==> src/rtl/mem_port_arbiter.sv <==
// mem_port_arbiter: shares one single-port synchronous memory between fetch and memory stage.
// Memory stage wins contention; a streak limit guarantees fetch progress; read data is steered back to its issuer.
module mem_port_arbiter #(
    parameter int MAX_M_STREAK = 4
) (
    input  logic        clk,
    input  logic        rst,
    input  logic        if_req,
    input  logic [31:0] if_addr,
    output logic        if_gnt,
    output logic        if_rvalid,
    output logic [31:0] if_rdata,
    input  logic        m_req,
    input  logic        m_we,
    input  logic [31:0] m_addr,
    input  logic [31:0] m_wdata,
    output logic        m_gnt,
    output logic        m_rvalid,
    output logic [31:0] m_rdata,
    output logic        mem_en,
    output logic        mem_we,
    output logic [31:0] mem_addr,
    output logic [31:0] mem_wdata,
    input  logic [31:0] mem_rdata,
    output logic        stall_f,
    output logic        stall_m
);
    typedef enum logic [1:0] {IDLE, RD_IF, RD_M} owner_t;
    localparam logic [3:0] MAX_STREAK = 4'(MAX_M_STREAK);
    owner_t owner, ownerNext;
    logic [3:0] streak, streakNext;
    logic ifWins;
    always_comb begin
        ifWins = if_req & (~m_req | (streak >= MAX_STREAK));
        if_gnt = ~rst & ifWins;
        m_gnt = ~rst & m_req & ~ifWins;
        mem_en = if_gnt | m_gnt;
        mem_we = m_gnt & m_we;
        mem_addr = m_gnt ? m_addr : if_addr;
        mem_wdata = m_wdata;
        stall_f = if_req & ~if_gnt;
        stall_m = m_req & ~m_gnt;
        if_rvalid = owner == RD_IF;
        m_rvalid = owner == RD_M;
        if_rdata = mem_rdata;
        m_rdata = mem_rdata;
        streakNext = (if_gnt | ~if_req) ? 4'd0 : (m_gnt ? streak + 4'd1 : streak);
        ownerNext = if_gnt ? RD_IF : ((m_gnt & ~m_we) ? RD_M : IDLE);
    end
    always_ff @(posedge clk or posedge rst) begin
        if (rst) begin
            streak <= 4'd0;
            owner <= IDLE;
        end else begin
            streak <= streakNext;
            owner <= ownerNext;
        end
    end
endmodule

==> config.mk <==
export PLATFORM = sky130hd
export DESIGN_NAME = mem_port_arbiter
export DESIGN_NICKNAME = d
export VERILOG_FILES = /design/src/rtl/mem_port_arbiter.sv
export SDC_FILE = /design/constraint.sdc
export NUM_CORES = 1
export LEC_CHECK = 0
export ABC_CLOCK_PERIOD_IN_PS = 1500
export CAP_MARGIN = 20
export CORE_AREA = 4 4 101 103
export DETAILED_ROUTE_END_ITERATION = 6
export DIE_AREA = 0 0 105 107
export PLACE_DENSITY = 0.69
export SYNTH_ARGS = -nofsm -noshare
export SYNTH_HDL_FRONTEND = slang
export SYNTH_SLANG_ARGS = --single-unit
==> constraint.sdc <==
create_clock -name clk -period 1.5 [get_ports clk]
set_input_delay 0.3 -clock clk [delete_from_list [all_inputs] [get_ports clk]]
set_output_delay 0.3 -clock clk [all_outputs]
set_load 0.01 [all_outputs]
# --- Word-level counts from Yosys, hierarchy flattened ---
# Index checks and enable logic that the tools add are counted.
word_totals:
  reg_bits: 6
  word_cells: 30
  output_inout_bits: 136
classes:
  n_reduce_logical: 1
  order_cmp: 1
  add_sub_neg: 1
  n_eq_ne: 2
  muxes: 5
  n_bitwise: 18
ops:
  columns: ["cell", "count"]
  rows:
  - ["$mux 32", 1]
  - ["$and 1x1->1", 8]
  - ["$mux 4", 2]
  - ["$not 1->1", 7]
  - ["$add 4x1->4 const B", 1]
  - ["$ge 4x3->1 const B", 1]
  - ["$mux 2", 2]
  - ["$or 1x1->1", 3]
  - ["$eq 2x1->1 const B", 1]
  - ["$eq 2x2->1 const B", 1]
  - ["$reduce_bool 2->1", 1]

# --- Longest topological paths before layout ---
# Gate-level depths: netlist of the first run.
depth:
  word_depth: 8
  mapped_depth: 4

# --- Least setup slack after synthesis of the first run ---
# OpenSTA, ideal clock, no wires.
synth_path:
  kind: "flip-flop to output port"
  start: "register streak[2]"
  end: "output port mem_addr[10]"
  slack_ns: 0.040
  stages_incl_launch_ff: 5
  arrival_time_ns: 1.160
  cell_sequence: "dfrtp_1 o21ai_2 nand2_4 buf_6 mux2_4"
synth_between:
  elab_chain_cells: 6
synth_lines:
  columns: ["element", "line_no", "rtl"]
  rows:
  - ["from (decl)", "31", "logic [3:0] streak, streakNext;"]
  - ["from (signal assigned)", "55", "streak <= streakNext;"]
  - ["$ge 4x3->1", "34", "ifWins = if_req & (~m_req | (streak >= MAX_STREAK));"]
  - ["$or 1x1->1", "34", null]
  - ["$and 1x1->1", "34", null]
  - ["$not 1->1", "36", "m_gnt = ~rst & m_req & ~ifWins;"]
  - ["$and 1x1->1", "36", null]
  - ["$mux 32", "39", "mem_addr = m_gnt ? m_addr : if_addr;"]
  - ["to (decl)", "22", "output logic [31:0] mem_addr,"]
# Every way passes these cells.

# --- Worst setup path in the final report of the first run ---
layout_path:
  start: "register streak[2]"
  end: "output port mem_addr[11]"
# Same word-level chain as after synthesis.

==> results of run 1 <==
through the flow:
step / cells / hold slack, ps / utilization / TNS [ps]
finish: 314 / 471 / 0.261 / -15110
global route: 314 / 506 / 0.261 / -17040
CTS: 311 / 430 / 0.259 / -15050
detailed placement: 294 / 527 / 0.228 / -32060
global placement: 294 / 519 / 0.228 / -31340
floorplan: 165 / 110 / - / 0
state kept, by name, indices dropped and copies added (netlist names):
name and flops:
owner 2, streak 4
path summary, 6_finish.rpt:
check,end,slack (ps),cells past startpoint
min in group clk,streak[0],530,2
worst min-delay path,streak[0],470,4
worst max-delay path,mem_addr[11],-480,6
worst max register to register,streak[2],60,6
worst min register to register,streak[0],530,2
max in group asynchronous,owner[0],910,4
metal layers:
| layer | part of all wire | vias up | global-route usage |
|---|---|---|---|
| li1 | - | 523 | - |
| met1 | 0.36 | 500 | 0.0866 |
| met2 | 0.49 | 126 | 0.144 |
| met3 | 0.14 | 13 | 0.0385 |
| met5 | 0 | - | 0 |
| met4 | 0.020 | 0 | 0.0366 |
tightest hold or removal path, stage by stage:
cell and delay (ps):
dlygate4sd2_1 270, buf_4 170, inv_1 110, buf_4 180
where the power goes:
part / internal, W / switching (W) / total, W
sequential: 0.000167 / 0.00000233 / 0.000169
clock: 0.000172 / 0.0000689 / 0.000241
combinational: 0.000448 / 0.000203 / 0.000651
total: 0.000787 / 0.000274 / 0.00106
layout make-up:
class / count / share of cell area
Clock buffer: 3 / 0.0172
Inverter: 2 / 0.00417
Multi-Input combinational cell: 57 / 0.273
Sequential cell: 6 / 0.0625
Tap cell: 111 / 0.0578
Timing Repair Buffer: 135 / 0.585
kinds of logic (layout without fill, tap and decap cells):
| kind of cell | after synthesis | after routing |
|---|---|---|
| simple gates | 19 | 19 |
| compound gates | 5 | 5 |
| flops | 6 | 6 |
| fa+ha+maj | 1 | 1 |
| buf+inv | 102 | 140 |
| mux | 32 | 32 |
cell usage in the layout, fill, tap and decap left out, types with 3 or more instances in the layout:
master            n
dfrtp_1           6
buf_2             5
nor2_1            4
dlygate4sd2_1     5
clkbuf_8          3
clkdlybuf4s50_1  65
mux2_4           27
buf_4            13
buf_6            39
mux2_2            5
buf_12            3
repair_timing:
item,4_1_cts,5_1_grt
endpoints found under the hold margin,0,0
gates cloned,3,0
pin swaps,6,2
resized for setup,205,6
setup endpoints to repair,40,38
buffers inserted,11,5
==> out/qor.txt, run 1 <==
Status: finished, violations left
Failing checks: setup timing
# hold bufs at CTS: 0
Most frequent cell after synthesis: buf_4
DP HPWL: 4000 um
Global Route Usage Sum: 0.0834
H-tree Lvls: 1
Final #Nets: 339
Worst setup margin: -483 ps
Initial core utilization: 0.168
DRT iter0 DRCs: 41
Hold crit path type: in -> async
Final setup viols: 37
Simple-gate share of the synthesized area: 0.0752
Die Ht: 107 um
Overall Power: 0.00106 W
Ys Warns: 0
Via count: 1162
Initial antenna violation count: 0
Number of global-route vias before repair: 1246
Mapped Cells: 165
Worst-path maximum fanout: 6
Worst VDD drop: 0.000162 V
Clk_lat worst skew: 220 ps
Main flop type after synthesis: dfrtp_1
Beginning of the critical path: streak[2]
DRC viols: 0
Share of layout cells above drive strength 1: 0.537
Layout Skew: 2.12 ps
Pwr/cell area: 442 nW/um2
Final wirelength: 5160 um
FFs w/ async S/R, synth: 1.00
CTS tree: yes
Ports: 269
Die ar.: 11200 um2
Largest net degree at the start of global routing: 11
First-pass GRT wire length: 7280 um
Synth top area share: 0.466
Core area: 9200 um2
Via density per instance: 3.70
Final instance area: 2400 um2
Critical path buffers and inverters: 3
Worst EP arrival: 1680 ps
Leakage: 1.15 nW
Sequential fraction of the synthesis area: 0.0970
Worst-Margin Slew: 269 ps
Clk slew on worst S/H paths: 40 ps
Distinct cell type count after synthesis: 22
Compound-cell area share of the yosys netlist: 0.0267
CTS max path bufs: 2
Port Buffers: 108
CTS Sinks: 6
Adder-Cell Fraction of Synth Area: 0.00808
Area leader, netlist: buf_4
Fin crit period: 1980 ps
Post-synth EDFFs: 0
Delay-heaviest family, CP: buffers and inverters
Final hold vios: 0
FF+latch area: 150 um2
Xor/xnor share of the synthesized area: 0
Mean area per synthesized cell: 9.38 um2
Antenna-violating nets left: 0
Cell Chain, Critical Path: o21ai_2, nand2_4, buf_4, buf_6, mux2_4, buf_2
Startpoint type of the worst setup path: flip-flop
Fillers: 954
Max Cap Viol: 0
Reg-to-reg startpoint: streak[2]
CP Data Required Time: 1200 ps
Area overhead of the layout relative to synthesis: 55.2%
Main combinational cell family by area after synthesis: buffers and inverters
Worst slew margin: 0.818
Routed wire per std cell: 16.4 um
Cell Area, Synth: 1550 um2
Rows: 35
Max stage delay cell, worst path: dfrtp_1
Fmax: 504 MHz
RSZ-0062 raised after global routing: true
Setup CP Type: reg -> out
Pre-antenna DRT Iters: 4
Root Driver: clkbuf_8
CP endpoint kind: output pin
Inserted Clock Buffers: 3
Top cells by instance count after synthesis: 96 x buf_4, 27 x mux2_4, 6 x dfrtp_1
Final Slew Violations: 0
Grt total ovfl: 0
CP peak stage delay: 390 ps
Number of synthesized register bits: 6
GP Congestion: 0.718
Mux share of post-synthesis cell area: 0.298
Period utilization: 1.32
Synth top area cells: buf_4 47%, mux2_4 26%, dfrtp_1 9.7%
Synthesized Nets: 299
Area of placed instances: 2100 um2
Worst slack, placed: -919 ps
Diode count: 0
Die Width: 105 um
Area of the multi-input gates: 656 um2
No activity file was read; power rests on OpenSTA's default activity.
==> run 2: changes to the inputs <==
--- a/config.mk
+++ b/config.mk
@@ -11,6 +11,7 @@
 export DETAILED_ROUTE_END_ITERATION = 6
 export DIE_AREA = 0 0 105 107
 export PLACE_DENSITY = 0.69
+export RECOVER_POWER = 100
 export SYNTH_ARGS = -nofsm -noshare
 export SYNTH_HDL_FRONTEND = slang
 export SYNTH_SLANG_ARGS = --single-unit
==> run 2 against run 1 <==
Against the previous run:
- the flow still finishes with violations (setup timing)
- global-route usage unchanged
- cell area decreased by 0.42%
- sequential power is essentially flat
- power down 0.56%
- final cell count unchanged
- via count fell by 0.17%
- critical path depth did not move
- clock skew is essentially flat
- count of clock-buffer cells in the layout stayed put
- die area stayed put
==> out/qor.txt, run 2 (synthesis gave the netlist of run 1 again) <==
Core area: 9200 um2
First-pass GRT wire length: 7280 um
Number of cells on the worst hold path: 2
Clk slew on worst S/H paths: 40 ps
Commonest cells after routing, fill and taps aside: 65 x clkdlybuf4s50_1, 39 x buf_6, 27 x mux2_4
Reg-to-reg startpoint: streak[2]
CTS Sinks: 6
Pwr/cell area: 441 nW/um2
Rows: 35
NetSw: 0.000271 W
Antenna-violating nets left: 0
Min-delay src: streak[0]
Diode count: 0
Hold crit path type: reg -> reg
Final hold vios: 0
Die Ht: 107 um
DRT iter0 DRCs: 41
Global Route Usage Sum: 0.0834
Setup_tns: -15050 ps
Root Driver: clkbuf_8
Largest registers: streak (4), owner (2)
Number of global-route vias before repair: 1246
Inserted Clock Buffers: 3
Clk_lat worst skew: 220 ps
CP endpoint kind: output pin
H-tree Lvls: 1
CP Data Required Time: 1200 ps
Max Cap Viol: 0
Routed wire per std cell: 16.4 um
Die Width: 105 um
Final Slew Violations: 0
Ports: 269
CTS max path bufs: 2
Biggest register: streak
Worst VDD drop: 0.000162 V
Most common cell after layout, fill and taps aside: clkdlybuf4s50_1
Placed Cells: 294
Fmax: 505 MHz
Share of layout cells above drive strength 1: 0.522
Failing checks: setup timing
RSZ-0062 raised after global routing: true
Final #Nets: 339
Area overhead of the layout relative to synthesis: 54.6%
Worst-Margin Slew: 367 ps
Final setup viols: 37
GP Congestion: 0.718
Final wirelength: 5160 um
Status: finished, violations left
Logic pwr share: 0.614
P_int: 0.000785 W
Worst setup margin: -480 ps
FF-to-FF End: streak[2]
Initial core utilization: 0.168
Port Buffers: 108
R2r setup slk: 60 ps
Die ar.: 11200 um2
Hold_ws: 541 ps
Cell Count, Final, Fillers Out: 314
DP HPWL: 4000 um
Layout Skew: 2.23 ps
Switch share: 0.257
Worst EP arrival: 1680 ps
Worst slew margin: 0.755
Clock power frac: 0.225
Hold path endpoint: streak[0]
CTS tree: yes
Max reg flops: 4
Sequential Power Share: 0.161
Grt total ovfl: 0
Largest net degree at the start of global routing: 11
Via count: 1160
Initial antenna violation count: 0
FF-to-FF path depth: 6
Setup CP Type: reg -> out
Pre-antenna DRT Iters: 4
Worst-path maximum fanout: 6
DRC viols: 0
Via density per instance: 3.69
Leakage: 1.14 nW
Period utilization: 1.32
Fin crit period: 1980 ps
Startpoint type of the worst setup path: flip-flop
==> run 2: changes by cell type in the layout (fill, tap and decap cells not counted) <==
| cell | delta |
|---|---|
| clkbuf_1 | +2 |
| buf_4 | -2 |
| nand2_1 | +1 |
| nand2_2 | -1 |
==> run 2: metal layers <==
metal | wire (um) | up-vias | GRT usage
li1 | - | 523 | -
met1 | 1850 | 504 | 0.0866
met2 | 2550 | 123 | 0.144
met3 | 689 | 10 | 0.0385
met4 | 72 | 0 | 0.0366
met5 | 0 | - | 0
==> run 2: metrics by stage <==
| step | setup slack, ps | power, W | util | area [um2] |
|---|---|---|---|---|
| after global placement | -898 | 0.000750 | 0.228 | 2100 |
| after floorplan | 39.8 | 0.000641 | - | 1550 |
| after CTS | -489 | 0.00108 | 0.259 | 2380 |
| after global routing | -536 | 0.00112 | 0.260 | 2390 |
| final | -480 | 0.00106 | 0.260 | 2390 |
| after detailed placement | -919 | 0.000752 | 0.228 | 2100 |
==> run 2: power groups by stage <==
stage / combinational (W) / sequential, W / clock [W]
2_1_floorplan: 0.000470 / 0.000171 / 0
3_3_place_gp: 0.000579 / 0.000171 / 0
3_5_place_dp: 0.000581 / 0.000171 / 0
4_1_cts: 0.000657 / 0.000169 / 0.000253
5_1_grt: 0.000687 / 0.000170 / 0.000261
6_report: 0.000648 / 0.000170 / 0.000238
==> run 2: worst max-delay path by stage <==
stage | from | to | cells after the start
after CTS | streak[3] | mem_addr[11] | 6
after floorplan | streak[2] | mem_addr[10] | 4
after global placement | m_req | mem_addr[4] | 6
final | streak[2] | mem_addr[11] | 6
after detailed placement | m_req | mem_addr[4] | 6
after global routing | streak[2] | mem_addr[11] | 6
==> run 2: area by class of cell <==
| type | count | area (um2) |
|---|---|---|
| multi-input cells | 57 | 653 |
| fillers | 955 | 6800 |
| repair buffers | 135 | 1400 |
| well taps | 111 | 139 |
| inverters | 2 | 10.0 |
| flip-flops and latches | 6 | 150 |
| clock buffers | 3 | 41.3 |
==> run 2: worst max-delay path, cell delays in order, from the launching register on <==
cell     delay, ps
dfrtp_1        390
o21ai_2        220
nand2_4        120
buf_4          150
buf_6          120
mux2_4         300
buf_2          140
==> run 2: timing repair <==
action,4_1_cts,5_1_grt
endpoints found under the setup margin,40,38
pin swaps,6,2
gates resized for setup,205,6
gates cloned,3,0
setup buffers,11,5
hold buffers,0,0
